==> src/rtl/p_update_sequencer_pkg.sv <==
// Shared solver definitions: sequencer state encoding, the P word type and the
// address width used by the P, R and X memories.
package p_update_sequencer_pkg;

  localparam int unsigned SOLVER_ADDRESS_WIDTH = 20;
  localparam int unsigned P_EQUATIONS          = 9;
  localparam int unsigned P_ELEMENT_WIDTH      = 32;
  localparam int unsigned P_WORD_WIDTH         = P_EQUATIONS * P_ELEMENT_WIDTH;

  typedef logic [P_WORD_WIDTH-1:0] p_word_t;

  typedef enum logic [1:0] {
    IDLE = 2'd0,
    RUN  = 2'd1,
    DONE = 2'd2
  } seq_state_t;

endpackage

==> src/rtl/p_update_sequencer_credit_counter.sv <==
// Up/down count of operations issued but not yet returned, with full/empty flags.
module credit_counter #(
  parameter int unsigned max_count = 4
) (
  input  logic clk,
  input  logic rst,
  input  logic clear,
  input  logic inc,
  input  logic dec,
  output logic at_limit,
  output logic empty
);

  localparam int unsigned CW = $clog2(max_count + 1);

  logic [CW-1:0] count;

  always_ff @(posedge clk) begin
    if (rst || clear) begin
      count <= '0;
    end else if (inc && !dec) begin
      count <= count + 1'b1;
    end else if (dec && !inc) begin
      count <= count - 1'b1;
    end
  end

  assign at_limit = (count == CW'(max_count));
  assign empty    = (count == '0);

endmodule

==> src/rtl/p_update_sequencer.sv <==
// One update pass over P memory: read each word, hand it to the P-update
// datapath, and write the in-order results back to the same addresses.
module p_update_sequencer
  import p_update_sequencer_pkg::*;
#(
  parameter int unsigned number_of_clusters              = 1,
  parameter int unsigned number_of_equations_per_cluster = P_EQUATIONS,
  parameter int unsigned element_width                   = P_ELEMENT_WIDTH,
  parameter int unsigned address_width                   = SOLVER_ADDRESS_WIDTH,
  parameter int unsigned max_outstanding                 = 4
) (
  input  logic                                                     clk,
  input  logic                                                     rst,
  input  logic                                                     start,
  output logic                                                     busy,
  output logic                                                     done,
  output logic                                                     error,
  output logic [address_width-1:0]                                 mem_read_address,
  input  logic [number_of_equations_per_cluster*element_width-1:0] mem_read_data,
  output logic                                                     dp_op_valid,
  output logic [number_of_equations_per_cluster*element_width-1:0] dp_op_data,
  input  logic                                                     dp_op_ready,
  input  logic                                                     dp_res_valid,
  input  logic [number_of_equations_per_cluster*element_width-1:0] dp_res_data,
  output logic                                                     mem_write_enable,
  output logic [address_width-1:0]                                 mem_write_address,
  output logic [number_of_equations_per_cluster*element_width-1:0] mem_write_data
);

  localparam int unsigned CW = address_width + 1;
  localparam logic [CW-1:0] CLUSTERS = CW'(number_of_clusters);

  seq_state_t             state, state_next;
  logic [CW-1:0]          issue_cnt;
  logic [address_width-1:0] wb_cnt;
  logic                   start_accept, issue, res_accept;
  logic                   credit_full, credit_empty;

  assign start_accept     = (state == IDLE) && start;
  assign dp_op_valid      = (state == RUN) && (issue_cnt < CLUSTERS) && !credit_full;
  assign issue            = dp_op_valid && dp_op_ready;
  assign res_accept       = dp_res_valid && (state == RUN) && !credit_empty;
  assign mem_read_address = issue_cnt[address_width-1:0];
  assign dp_op_data       = mem_read_data;
  assign busy             = (state != IDLE);
  assign done             = (state == DONE);

  credit_counter #(
    .max_count(max_outstanding)
  ) u_credit (
    .clk     (clk),
    .rst     (rst),
    .clear   (start_accept),
    .inc     (issue),
    .dec     (res_accept),
    .at_limit(credit_full),
    .empty   (credit_empty)
  );

  always_ff @(posedge clk) begin
    if (rst) state <= IDLE;
    else     state <= state_next;
  end

  // An empty credit count means the last result was registered at the edge that
  // emptied it; that write commits on the same edge that enters DONE.
  always_comb begin
    state_next = state;
    case (state)
      IDLE: if (start) state_next = RUN;
      RUN:  if (!(issue_cnt < CLUSTERS) && credit_empty) state_next = DONE;
      DONE: state_next = IDLE;
      default: state_next = IDLE;
    endcase
  end

  always_ff @(posedge clk) begin
    if (rst) begin
      issue_cnt         <= '0;
      wb_cnt            <= '0;
      error             <= 1'b0;
      mem_write_enable  <= 1'b0;
      mem_write_address <= '0;
      mem_write_data    <= '0;
    end else begin
      mem_write_enable <= res_accept;
      if (res_accept) begin
        mem_write_address <= wb_cnt;
        mem_write_data    <= dp_res_data;
        wb_cnt            <= wb_cnt + 1'b1;
      end
      if (start_accept) begin
        issue_cnt <= '0;
        wb_cnt    <= '0;
      end else if (issue) begin
        issue_cnt <= issue_cnt + 1'b1;
      end
      if (dp_res_valid && !res_accept) error <= 1'b1;
      else if (start_accept)           error <= 1'b0;
    end
  end

endmodule

==> config.mk <==
export PLATFORM = sky130hd
export DESIGN_NAME = p_update_sequencer
export DESIGN_NICKNAME = d
export VERILOG_FILES = /design/src/rtl/p_update_sequencer_pkg.sv /design/src/rtl/p_update_sequencer_credit_counter.sv /design/src/rtl/p_update_sequencer.sv
export SDC_FILE = /design/constraint.sdc
export NUM_CORES = 1
export LEC_CHECK = 0
export BUFFER_PORTS_ARGS = -buffer_cell sky130_fd_sc_hd__buf_2
export CAP_MARGIN = 20
export CORE_AREA = 2 2 473 475
export DETAILED_ROUTE_END_ITERATION = 10
export DIE_AREA = 0 0 475 477
export PLACE_DENSITY = 0.3
export SYNTH_ARGS = -nofsm -noshare
export SYNTH_HDL_FRONTEND = slang
export SYNTH_SLANG_ARGS = --single-unit
==> constraint.sdc <==
create_clock -name clk -period 2.8 [get_ports clk]
set_input_delay 0.42 -clock clk [delete_from_list [all_inputs] [get_ports clk]]
set_output_delay 0.42 -clock clk [all_outputs]
set_load 0.1 [all_outputs]
* Word-level counts from Yosys, hierarchy flattened
Index checks and enable logic that the tools add are counted.
Operators by class: multiplexer cells 7, $add $sub $neg 4, reductions and logical operators 23, equality and inequality tests 5, $lt $le $gt $ge 1
Operators with widths (count):
- $add 21x1->21 const B | 1
- $lt 21x1->1 const B | 1
- $add 20x1->20 const B | 1
- $logic_and 1x1->1 | 10
- $mux 3 | 2
- $reduce_bool 2->1 | 3
- $logic_not 1->1 | 5
- $mux 2 | 2
- $pmux 2 s2 | 1
- $add 3x1->3 const B | 1
- $eq 3x3->1 const B | 1
- $logic_not 3->1 | 1
- $sub 3x1->3 const B | 1
- $eq 2x1->1 const B | 1
- $eq 2x2->1 const B | 1
- $logic_not 2->1 | 1
- $mux 1 | 2
- $ne 2x1->1 const B | 1
- $ne 2x2->1 const B | 1
- $reduce_and 2->1 | 1
- $reduce_or 2->1 | 1
- $logic_or 1x1->1 | 1
Storage, ports and cells: register bits 356, bits of input ports 581, output and inout bits 621, word-level logic and storage cells 48

* Logic depth before layout (Yosys ltp)
depth in word-level cells 8, depth in mapped cells 10, gate-level depth less buffers 9

* Cells and area by module
Synthesis repeated with hierarchy kept, for this count alone.
Unflattened totals: cells, all modules 1845, area, all modules 14635.3 sq um
Modules (own cells, without submodules):
- p_update_sequencer | area an instance 14466.4 sq um, instances 1, seq. area each 7066.8 sq um, cells each 1828
- credit_counter | area an instance 168.9 sq um, instances 1, seq. area each 60.1 sq um, cells each 17

* Least setup slack after synthesis
Ideal clock, no wire load.
path type flip-flop to output port, start reg issue_cnt[7], end out dp_op_valid, path slack 101 ps, buffers on the path 0, data required time 2380 ps, arrival 2279 ps, cell stages (with the launch flop) 5, cell sequence dfxtp_1 nor4_1 nand4_1 or2_2 nor2_1
On the way: cells in the longest elaborated chain, start to end 3
RTL lines:
- start, declared | RTL line p_update_sequencer.sv:34 | logic [CW-1:0] issue_cnt;
- start signal, assigned | RTL line p_update_sequencer.sv:96 | issue_cnt <= issue_cnt + 1'b1;
- $lt 21x1->1 | RTL line p_update_sequencer.sv:40 | assign dp_op_valid = (state == RUN) && (issue_cnt < CLUSTERS) && !credit_full;
- $logic_and 1x1->1 (2 in a row) | RTL line p_update_sequencer.sv:40
- end, declared | RTL line p_update_sequencer.sv:20 | output logic dp_op_valid,
Every way passes these cells.

* Final worst setup path
start reg issue_cnt[15], end reg u_credit.count[2]
On the way: cells in the longest elaborated chain, start to end 7, elaborated cells between the ends (all ways) 9, those cells by class order compare: 1; mux: 1; reduce/logical: 7
RTL lines:
- $lt 21x1->1 * | RTL line p_update_sequencer.sv:40
- $logic_and 1x1->1 * (2 in a row) | RTL line p_update_sequencer.sv:40
- $logic_and 1x1->1 * | RTL line p_update_sequencer.sv:41 | assign issue = dp_op_valid && dp_op_ready;
- named net issue | RTL line p_update_sequencer.sv:36 | logic start_accept, issue, res_accept;
- $logic_not 1->1 | RTL line p_update_sequencer_credit_counter.sv:23 | end else if (dec && !inc) begin
- $logic_and 1x1->1 | RTL line p_update_sequencer_credit_counter.sv:23
- $reduce_bool 2->1 (no line)
- end signal, assigned | RTL line p_update_sequencer_credit_counter.sv:22 | count <= count + 1'b1;
- end signal, assigned | RTL line p_update_sequencer_credit_counter.sv:24 | count <= count - 1'b1;
- end, declared | RTL line p_update_sequencer_credit_counter.sv:16 | logic [CW-1:0] count;
The timed path passes the listed nets; every way through them passes the cells marked *. A chain may end at the register's enable or synchronous reset.

==> flow_summary.yaml <==
floorplanning:
  rows: 173
  fp.dieW_um: 475
  dieArea_sq_um: 227000
  dieHeight_um: 477
  start_util_pct: 6.65
  io_pins: 1202
  core_sq_um: 221000
cells_and_area:
  multi_input_area_sq_um: 4860
  areaGrowthSynthToFinish_pct: 61.0
  finalInstanceArea_sq_um: 23700
  drive_above_1_share_pct: 30.1
  seqCellArea_sq_um: 7130
  fill_cells: 25900
  nets: 3005
  layout.cells.non_filler: 5443
setup_path:
  crit_buf_inv: 4
  slowest_stage: "or3_4"
  slowest_delay_ns: 0.39
  worstSetupEndpointType: "flip-flop"
  cp_data_arrival_time_ns: 3.21
  critical_path_class: "reg -> reg"
  path_common_cell: "buf_4"
  path_max_fanout: 3
  cp_top_family: "simple AND/OR/NAND/NOR gates"
  crit_chain: "nor4_2 -> buf_4 -> nand4_1 -> buf_4 -> nor3_4 -> buf_6 -> ha_1 -> inv_1 -> fa_2 -> xor2_1 -> or3_4 -> a21oi_2"
  worstPathRequired_ns: 3.40
  worstSetupStartpointType: "flip-flop"
place:
  portBuffers: 625
  place_congestion: 0.743
  dp_slack_ns: 0.0829
  placed_cell_area_sq_um: 19100
  hpwl_um: 87200
  dp_cells: 5058
cts:
  h-tree-depth: 2
  cts_buffers: 52
  root_buffer: "clkbuf_16"
  path_clk_slew_ns: 0.07
  cts.sinks: 356
  worst_skew_pair.late_latency_ns: 0.67
  clock_path_buffers: 3
  cts_tree: "done"
routing:
  wl_per_cell_um: 20.1
  drt_iter0_drc: 540
  drt_first_pass_iters: 4
  wirelength_um: 109000
  ant_nets: 0
  vias: 14600
  route.detailed.drc: 0
  viasPerCell: 2.69
global_routing:
  antenna_found_initial: 58
  grt_max_degree: 158
  grt_usage_pct: 9.31
  grt_overflow: 0
  grt_pass1_wl_um: 141000
  grt_pass1_vias: 14900
synth:
  syn_inst: 1854
  synth.area.top_cells: "dfxtp_1 (48%), nand2_1 (16%), buf_4 (16%), a21oi_1 (11%), clkbuf_1 (2.0%)"
  seq_area_frac_synth_pct: 48.4
  yosysMostFrequentCell: "nand2_1"
  synth-async-reset-ratio_pct: 0
  yosysWarnings: 0
  synth_edf_count: 0
  synth.distinct_cells: 39
  syn_area_per_cell_sq_um: 7.94
  synth_top_area_share_pct: 48.4
  ys_ff_latch: 356
  yosys.area.top_type: "dfxtp_1"
  syn-num-nets: 2439
  synthesis.area_sq_um: 14700
  synthFlopType: "dfxtp_1"
  synthTopCellsByCount: "nand2_1 (627), dfxtp_1 (356), a21oi_1 (323), buf_4 (308), clkbuf_1 (79)"
sta:
  fin_crit_sh_pct: 92.9
  grt_setup_unrepaired: "false"
  whs_ns: 0.0900
  setup_violations: 0
  setup_tns_ns: 0
  max_freq_mhz: 384
  slew_headroom_pct: 25.5
  fin_crit_ns: 2.60
  drv_slew: 0
  hold_viol_final: 0
  worst_pin_slew_ns: 1.12
  finClkSkew_ns: 0.0220
  worst_slack_ns: 0.198
power:
  powerDensity_nw_per_um2: 581
  ir_drop_uv: 427
  p_leak_nw: 8.95
job:
  cap_viol_max_count: 0
status:
  status: "completed"
worst_hold_path:
  min_path_type: "in -> reg"
layer usage:
layer	part of all wire (%)	vias to the layer above	wire length, um	track usage, %
met3	12	419	13500	4.98
met1	32	6689	34900	8.39
met5	0.081	-	89	0.128
met2	48	715	52900	16.1
li1	-	6804	-	-
met4	7.3	10	8030	6.11
state kept, by name (all words and copies together), names as in the netlist:
signal	count
mem_write_address	20
mem_write_data	288
issue_cnt	21
error	1
mem_write_enable	1
wb_cnt	20
state	2
u_credit.count	3
placed cells by master (no fill, tap or decap), drive strengths merged, types with 3 or more instances in the layout:
cell type and instances:
a21oi 323, dlygate4sd3 281, and2 22, diode 12
inv 7, clkbuf 73, nand2 627, nor2 15
nand3 8, nor3 5, nor4 6, o31ai 8
xnor2 4, clkinvlp 5, xor2 3, clkinv 7
or3 9, ha 3, or2 3, nand4 6
buf 649, dfxtp 356, bufinv 4, o21ai 6
or4 9
timing repair:
action,4_1_cts,5_1_grt
endpoints found under the hold margin,281,0
pin swaps,1,4
gates resized for setup,5,7
endpoints found under the setup margin,1,2
hold buffers,281,0
buffers inserted,1,1
report_power, final:
group | switching (mW) | leakage [nW] | internal (mW)
clock | 2.87 | 0.802 | 3.96
sequential | 0.0441 | 2.87 | 5.15
combinational | 1.18 | 5.28 | 0.570
per-stage QoR:
step	power (mW)	utilization, %
floorplan	8.09	-
global placement	6.70	8.64
detailed placement	6.70	8.64
CTS	14.3	10.7
global route	14.5	10.7
finish	13.8	10.7
cell families after synthesis:
family	share of synthesized area [%]
simple gates	19.8
buf+inv	19.0
flops	48.4
compound gates	11.9
xor+xnor	0.416
fa+ha+maj	0.391
mux	0.136
worst paths after layout:
path                                                         from                                end  slack [ns]  depth (start not counted)
worst max-delay path                   issue_cnt[15]$_SDFFE_PP0P_     u_credit.count[2]$_SDFFE_PP0P_        0.20                         12
worst min-delay path                             dp_res_data[105]   mem_write_data[105]$_SDFFE_PP0P_        0.09                          3
worst max register to register         issue_cnt[15]$_SDFFE_PP0P_     u_credit.count[2]$_SDFFE_PP0P_        0.20                         12
worst min register to register  mem_write_address[2]$_SDFFE_PP0P_  mem_write_address[2]$_SDFFE_PP0P_        0.45                          2
worst register-to-register path, stage by stage (launching register included):
cell and delay [ns]:
dfxtp_2 0.33, nor4_2 0.25, buf_4 0.14, nand4_1 0.14
buf_4 0.20, nor3_4 0.13, buf_6 0.12, ha_1 0.16
inv_1 0.06, fa_2 0.33, xor2_1 0.16, or3_4 0.39
a21oi_2 0.14
cell type report:
| type | instances | area share, % |
|---|---|---|
| tap | 2975 | 15.7 |
| clock buffer | 73 | 6.12 |
| clock inverter | 17 | 0.929 |
| multi-input combinational | 1074 | 20.5 |
| inverter | 6 | 0.127 |
| sequential | 356 | 30.1 |
| timing repair buffer | 930 | 26.4 |
| antenna | 12 | 0.127 |
Note: power is estimated with default switching activity, not from simulation.
